[src/rtl/simon_pkg.sv]
// Shared types, widths and helpers for the Simon playback sequencer.
package simon_pkg;

    localparam int unsigned ADDR_W = 4;
    localparam int unsigned VAL_W  = 2;
    localparam int unsigned LED_W  = 4;
    localparam int unsigned CNT_W  = 8;

    typedef enum logic [2:0] {
        ST_IDLE  = 3'd0,
        ST_FETCH = 3'd1,
        ST_SHOW  = 3'd2,
        ST_GAP   = 3'd3,
        ST_DONE  = 3'd4
    } state_t;

    // 2-bit colour value to one-hot LED drive.
    function automatic logic [LED_W-1:0] led_onehot(input logic [VAL_W-1:0] v);
        return 4'b0001 << v;
    endfunction

    // On duration for a playback of len entries (len >= 1). Signed 9-bit
    // arithmetic so a large speed-up floors at min_on instead of wrapping.
    function automatic logic [CNT_W-1:0] calc_on_len(input logic [ADDR_W-1:0] len,
                                                     input int unsigned on_ticks,
                                                     input int unsigned min_on,
                                                     input int unsigned shift);
        logic signed [8:0] step;
        logic signed [8:0] t;
        logic signed [8:0] floor_v;
        step    = signed'({5'b0, len - 4'd1} >> shift);
        t       = signed'(9'(on_ticks)) - step;
        floor_v = signed'(9'(min_on));
        if (t < floor_v) t = floor_v;
        return t[CNT_W-1:0];
    endfunction

endpackage

[src/rtl/simon_playback_seq_tick_timer.sv]
// Loadable 8-bit down-counter that stops at zero; times SHOW and GAP intervals.
module tick_timer
    import simon_pkg::*;
(
    input  logic             clk_tick,
    input  logic             reset,
    input  logic             load_i,
    input  logic [CNT_W-1:0] load_val_i,
    output logic             zero_o
);

    logic [CNT_W-1:0] cnt_q;

    // Load has priority; otherwise count down and hold at zero.
    always_ff @(posedge clk_tick) begin
        if (reset) begin
            cnt_q <= '0;
        end else if (load_i) begin
            cnt_q <= load_val_i;
        end else if (cnt_q != '0) begin
            cnt_q <= cnt_q - 8'd1;
        end
    end

    assign zero_o = (cnt_q == '0);

endmodule

[src/rtl/simon_playback_seq.sv]
// Plays the stored Simon pattern on the LEDs with timed on/gap intervals.
module simon_playback_seq
    import simon_pkg::*;
#(
    parameter int unsigned N           = 10,
    parameter int unsigned ON_TICKS    = 4,
    parameter int unsigned GAP_TICKS   = 2,
    parameter int unsigned MIN_ON      = 1,
    parameter int unsigned SPEED_SHIFT = 2
) (
    input  logic              clk_tick,
    input  logic              reset,
    input  logic              start,
    input  logic [ADDR_W-1:0] length,
    input  logic              abort,
    input  logic [VAL_W-1:0]  seq_val,
    output logic [ADDR_W-1:0] rd_addr,
    output logic [LED_W-1:0]  led,
    output logic              busy,
    output logic              done,
    output logic [2:0]        state
);

    state_t            state_q;
    logic [ADDR_W-1:0] rd_addr_q;
    logic [ADDR_W-1:0] idx_q;
    logic [ADDR_W-1:0] len_q;
    logic [LED_W-1:0]  led_q;
    logic              busy_q;
    logic              done_q;
    logic [CNT_W-1:0]  on_len_q;

    logic [ADDR_W-1:0] len_clamped;
    logic              last_entry;
    logic              timer_load;
    logic [CNT_W-1:0]  timer_val;
    logic              timer_zero;

    // Length clamp, last-entry detect and timer load control.
    always_comb begin
        len_clamped = (length > 4'(N)) ? 4'(N) : length;
        last_entry  = ((idx_q + 4'd1) == len_q);
        timer_load  = 1'b0;
        timer_val   = '0;
        if (state_q == ST_FETCH) begin
            timer_load = 1'b1;
            timer_val  = on_len_q - 8'd1;
        end else if (state_q == ST_SHOW && timer_zero && !last_entry) begin
            timer_load = 1'b1;
            timer_val  = 8'(GAP_TICKS - 1);
        end
    end

    tick_timer u_timer (
        .clk_tick   (clk_tick),
        .reset      (reset),
        .load_i     (timer_load),
        .load_val_i (timer_val),
        .zero_o     (timer_zero)
    );

    // Playback FSM with registered outputs; abort overrides normal flow.
    always_ff @(posedge clk_tick) begin
        if (reset) begin
            state_q   <= ST_IDLE;
            rd_addr_q <= '0;
            idx_q     <= '0;
            len_q     <= '0;
            led_q     <= '0;
            busy_q    <= 1'b0;
            done_q    <= 1'b0;
            on_len_q  <= 8'(ON_TICKS);
        end else if (abort && (state_q == ST_FETCH || state_q == ST_SHOW || state_q == ST_GAP)) begin
            state_q <= ST_IDLE;
            led_q   <= '0;
            busy_q  <= 1'b0;
            done_q  <= 1'b0;
        end else begin
            case (state_q)
                ST_IDLE: begin
                    done_q <= 1'b0;
                    if (start) begin
                        busy_q <= 1'b1;
                        if (length != '0) begin
                            len_q     <= len_clamped;
                            idx_q     <= '0;
                            rd_addr_q <= '0;
                            on_len_q  <= calc_on_len(len_clamped, ON_TICKS, MIN_ON, SPEED_SHIFT);
                            state_q   <= ST_FETCH;
                        end else begin
                            done_q  <= 1'b1;
                            state_q <= ST_DONE;
                        end
                    end
                end
                ST_FETCH: begin
                    led_q   <= led_onehot(seq_val);
                    state_q <= ST_SHOW;
                end
                ST_SHOW: begin
                    if (timer_zero) begin
                        led_q <= '0;
                        if (last_entry) begin
                            done_q  <= 1'b1;
                            state_q <= ST_DONE;
                        end else begin
                            idx_q     <= idx_q + 4'd1;
                            rd_addr_q <= idx_q + 4'd1;
                            state_q   <= ST_GAP;
                        end
                    end
                end
                ST_GAP: begin
                    if (timer_zero) state_q <= ST_FETCH;
                end
                ST_DONE: begin
                    done_q  <= 1'b0;
                    busy_q  <= 1'b0;
                    state_q <= ST_IDLE;
                end
                default: begin
                    led_q   <= '0;
                    busy_q  <= 1'b0;
                    done_q  <= 1'b0;
                    state_q <= ST_IDLE;
                end
            endcase
        end
    end

    assign rd_addr = rd_addr_q;
    assign led     = led_q;
    assign busy    = busy_q;
    assign done    = done_q;
    assign state   = state_q;

endmodule

[config.mk]
export PLATFORM = sky130hd
export DESIGN_NAME = simon_playback_seq
export DESIGN_NICKNAME = d
export VERILOG_FILES = /design/src/rtl/simon_pkg.sv /design/src/rtl/simon_playback_seq_tick_timer.sv /design/src/rtl/simon_playback_seq.sv
export SDC_FILE = /design/constraint.sdc
export NUM_CORES = 1
export LEC_CHECK = 0
export ABC_AREA = 1
export CAP_MARGIN = 40
export CORE_ASPECT_RATIO = 1.5
export CORE_MARGIN = 4
export CORE_UTILIZATION = 51
export CTS_BUF_LIST = sky130_fd_sc_hd__clkbuf_2 sky130_fd_sc_hd__clkbuf_4 sky130_fd_sc_hd__clkbuf_8
export DETAILED_ROUTE_END_ITERATION = 8
export GPL_TIMING_DRIVEN = 0
export PLACE_DENSITY = 0.78
export RECOVER_POWER = 25
export SLEW_MARGIN = 5
export SYNTH_ARGS = -nofsm -noshare
export SYNTH_HDL_FRONTEND = slang
export SYNTH_SLANG_ARGS = --single-unit
[constraint.sdc]
create_clock -name clk_tick -period 1.41 [get_ports clk_tick]
set_input_delay 0.141 -clock clk_tick [delete_from_list [all_inputs] [get_ports clk_tick]]
set_output_delay 0.141 -clock clk_tick [all_outputs]
set_load 0.05 [all_outputs]
==> flow_summary.yaml <==
routing:
  vias_per_cell: 5.301
  ant_nets: 0
  firstDrtPassIters: 4
  drc: 0
  num_vias: 1776
  wl_um: 4079
  drt_iter0_drc: 32
  wl_per_cell_um: 12.18
hold_path:
  hold_path_depth: 2
  worstHoldPathType: "input port to flop"
  hold_path.startpoint: "reset"
  holdPathEnd: "u_timer.cnt_q[3]"
synth:
  syn-num-nets: 277
  synth_edf_count: 0
  synth_top_area_share_pct: 32.21
  ys_types: 31
  syn_area_um2: 1740
  async_reset_ff_share_pct: 0
  yosysSeqAreaShare_pct: 32.21
  synth.avg_cell_area_um2: 6.668
  yosysMostFrequentCell: "nand2_1"
  ys_seq_elements: 28
  ys_warn_count: 0
  synth_commonest_cells: "59 x nand2_1, 38 x nor2_1, 34 x inv_1"
  synth_cells: 261
  synth_ff_type: "dfxtp_1"
  synth_area_leader_cell: "dfxtp_1"
  synthTopCellsByArea: "dfxtp_1 32%, nand2_1 13%, nor2_1 8.2%"
die:
  start_util_pct: 54.02
  fp.dieH_um: 79.55
  core-area_um2: 3222
  die_x_um: 55.70
  ios: 23
  rows: 25
  dieArea_um2: 4430
run_status:
  status: "finished, violations left"
  violations: "negative setup slack"
global_routing:
  grt_pass1_wl_um: 6927
  track_usage_pct: 18.91
  grt_pass1_vias: 1728
  grt-ovfl-total: 0
  antenna_found_initial: 0
  grt_max_degree: 15
cts:
  path_clk_slew_ns: 0.09
  htreeDepth: 1
  clock_sinks: 28
  clkLatencyLatePin_ns: 0.27
  cts_hold_buf: 0
  clock_path_buffers: 2
  cts-root-buf: "clkbuf_8"
  cts_inserted_buffers: 3
  cts_tree: "built"
timing:
  relSlewSlack_pct: 66.49
  finClkSkew_ns: 0.001192
  finalCritPeriodShare_pct: 110.2
  fmax_mhz: 643.6
  setup_ws_ns: -0.1438
  hold_ws_ns: 0.2254
  setup_tns_ns: -1.624
  fin_crit_ns: 1.554
  finalHoldViolations: 0
  final-setup-viol-count: 18
  worst_slew_pin_slew_ns: 0.5046
  slew_viol_final: 0
  rsz0062_at_grt: "yes"
worst_setup_path:
  rrSetupSlack_ns: -0.14
  timing.rr.start: "idx_q[1]"
  critPathCaptureType: "flop"
  cp-start-kind: "flop"
  cp_max_fo: 5
  crit_type: "flop to flop"
  worstPathArrival_ns: 1.71
  r2r_cells: 9
  worstPathRequired_ns: 1.57
  r2r-end: "u_timer.cnt_q[5]"
power:
  netSwitchingPower_mw: 2.799
  vdd_drop_max_mv: 1.542
  p_leak_nw: 1.113
  clock_power_share_pct: 8.0
  powerDensity_nw_per_um2: 2403
  p_sw_share_pct: 51.35
  combPwrFrac_pct: 67.3
  power_mw: 5.452
  power.internal_mw: 2.653
  pwr-share-seq_pct: 24.7
placement:
  numPortBuffers: 21
  pre_cts_ws_ns: -0.3722
  placed_cells: 322
  hpwl_um: 2969
  postPlaceCellArea_um2: 2034
  gp_congestion: 0.8451
finish:
  final_util_pct: 70.41
  nNetsFinal: 313
  syn2layout_area_growth_pct: 30.34
  design_area_um2: 2268
  fin_cells: 335
  drive_gt1_share_pct: 28.47
  antennaDiodeCount: 0
flow_run:
  drv_cap: 0
[registers in the layout (all words and copies together), names as in the netlist]
signal / cells
u_timer.cnt_q: 8
idx_q: 4
led: 4
len_q: 4
on_len_q: 3
state: 3
busy: 1
done: 1
[critical path: stages, from the launching register on]
cell and delay (ns):
dfxtp_4 0.37, ha_4 0.27, xnor2_2 0.11, nand2_2 0.09
nor2_4 0.12, nand2_4 0.10, nand2_4 0.13, nand3_4 0.13
nand2_2 0.09, nor2_1 0.03
[layer usage]
metal  up-vias  track usage (%)  wire [µm]
met4         0            10.22        165
li1        898                -          -
met2        34            36.26       2240
met1       827            19.98       1591
met3        17            1.618         81
met5         -                0          0
[logic make-up (layout without fill, tap and decap cells)]
logic type / after synthesis / after routing / share of synthesized area (%)
buffers and inverters: 45 / 78 / 9.993
adder cells (fa/ha/maj): 6 / 6 / 4.313
XOR/XNOR: 5 / 5 / 2.517
AND/OR/NAND/NOR: 145 / 146 / 40.33
AO/OA/AOI/OAI: 32 / 32 / 10.64
flip-flops: 28 / 28 / 32.21
[what timing repair did]
action                                  4_1_cts  5_1_grt
buffers inserted                              6        3
endpoints found under the hold margin         0        0
pin swaps                                    10       12
endpoints found under the setup margin       34       27
resized for setup                            33       28
gates cloned                                  1        0
[cell usage in the layout, fill, tap and decap left out, types with 3 or more instances in the layout]
cell / instances
o21ai_0: 6
nand3_2: 5
clkdlybuf4s50_1: 7
nor2_1: 36
nor2_2: 5
nand2_1: 49
nand4_1: 5
xor2_1: 3
clkbuf_8: 3
dlygate4sd2_1: 9
dfxtp_2: 5
nand2_4: 7
ha_1: 4
buf_4: 9
dfxtp_4: 3
inv_4: 3
dfxtp_1: 20
inv_1: 30
nor2_4: 5
nand2_2: 13
a21oi_1: 14
inv_2: 8
nand3_1: 14
[how the worst max path moves through the flow]
stage	slack [ns]	from	end
after global routing	-0.26	idx_q[0]	u_timer.cnt_q[6]
final	-0.14	idx_q[1]	u_timer.cnt_q[5]
after global placement	-0.34	length[1]	on_len_q[1]
after floorplan	-0.11	idx_q[0]	u_timer.cnt_q[0]
after detailed placement	-0.37	length[0]	on_len_q[1]
after CTS	-0.18	idx_q[1]	u_timer.cnt_q[1]
[power groups by stage]
stage	Combinational, mW	Clock, mW	Sequential, mW
finish	3.67	0.434	1.35
global route	4.10	0.477	1.39
CTS	3.46	0.446	1.33
detailed placement	3.15	0	1.37
global placement	3.09	0	1.36
floorplan	2.13	0	1.70
[final cells by class]
cell class                      count  area, µm²
Inverter                           42      166.4
Timing Repair Buffer               30      271.5
Buffer                              3      13.76
Multi-Input combinational cell    189       1147
Fill cell                         290      953.4
Clock buffer                        3      41.29
Tap cell                           40      50.05
Sequential cell                    28      578.1
(Power assumes the default switching activity.)
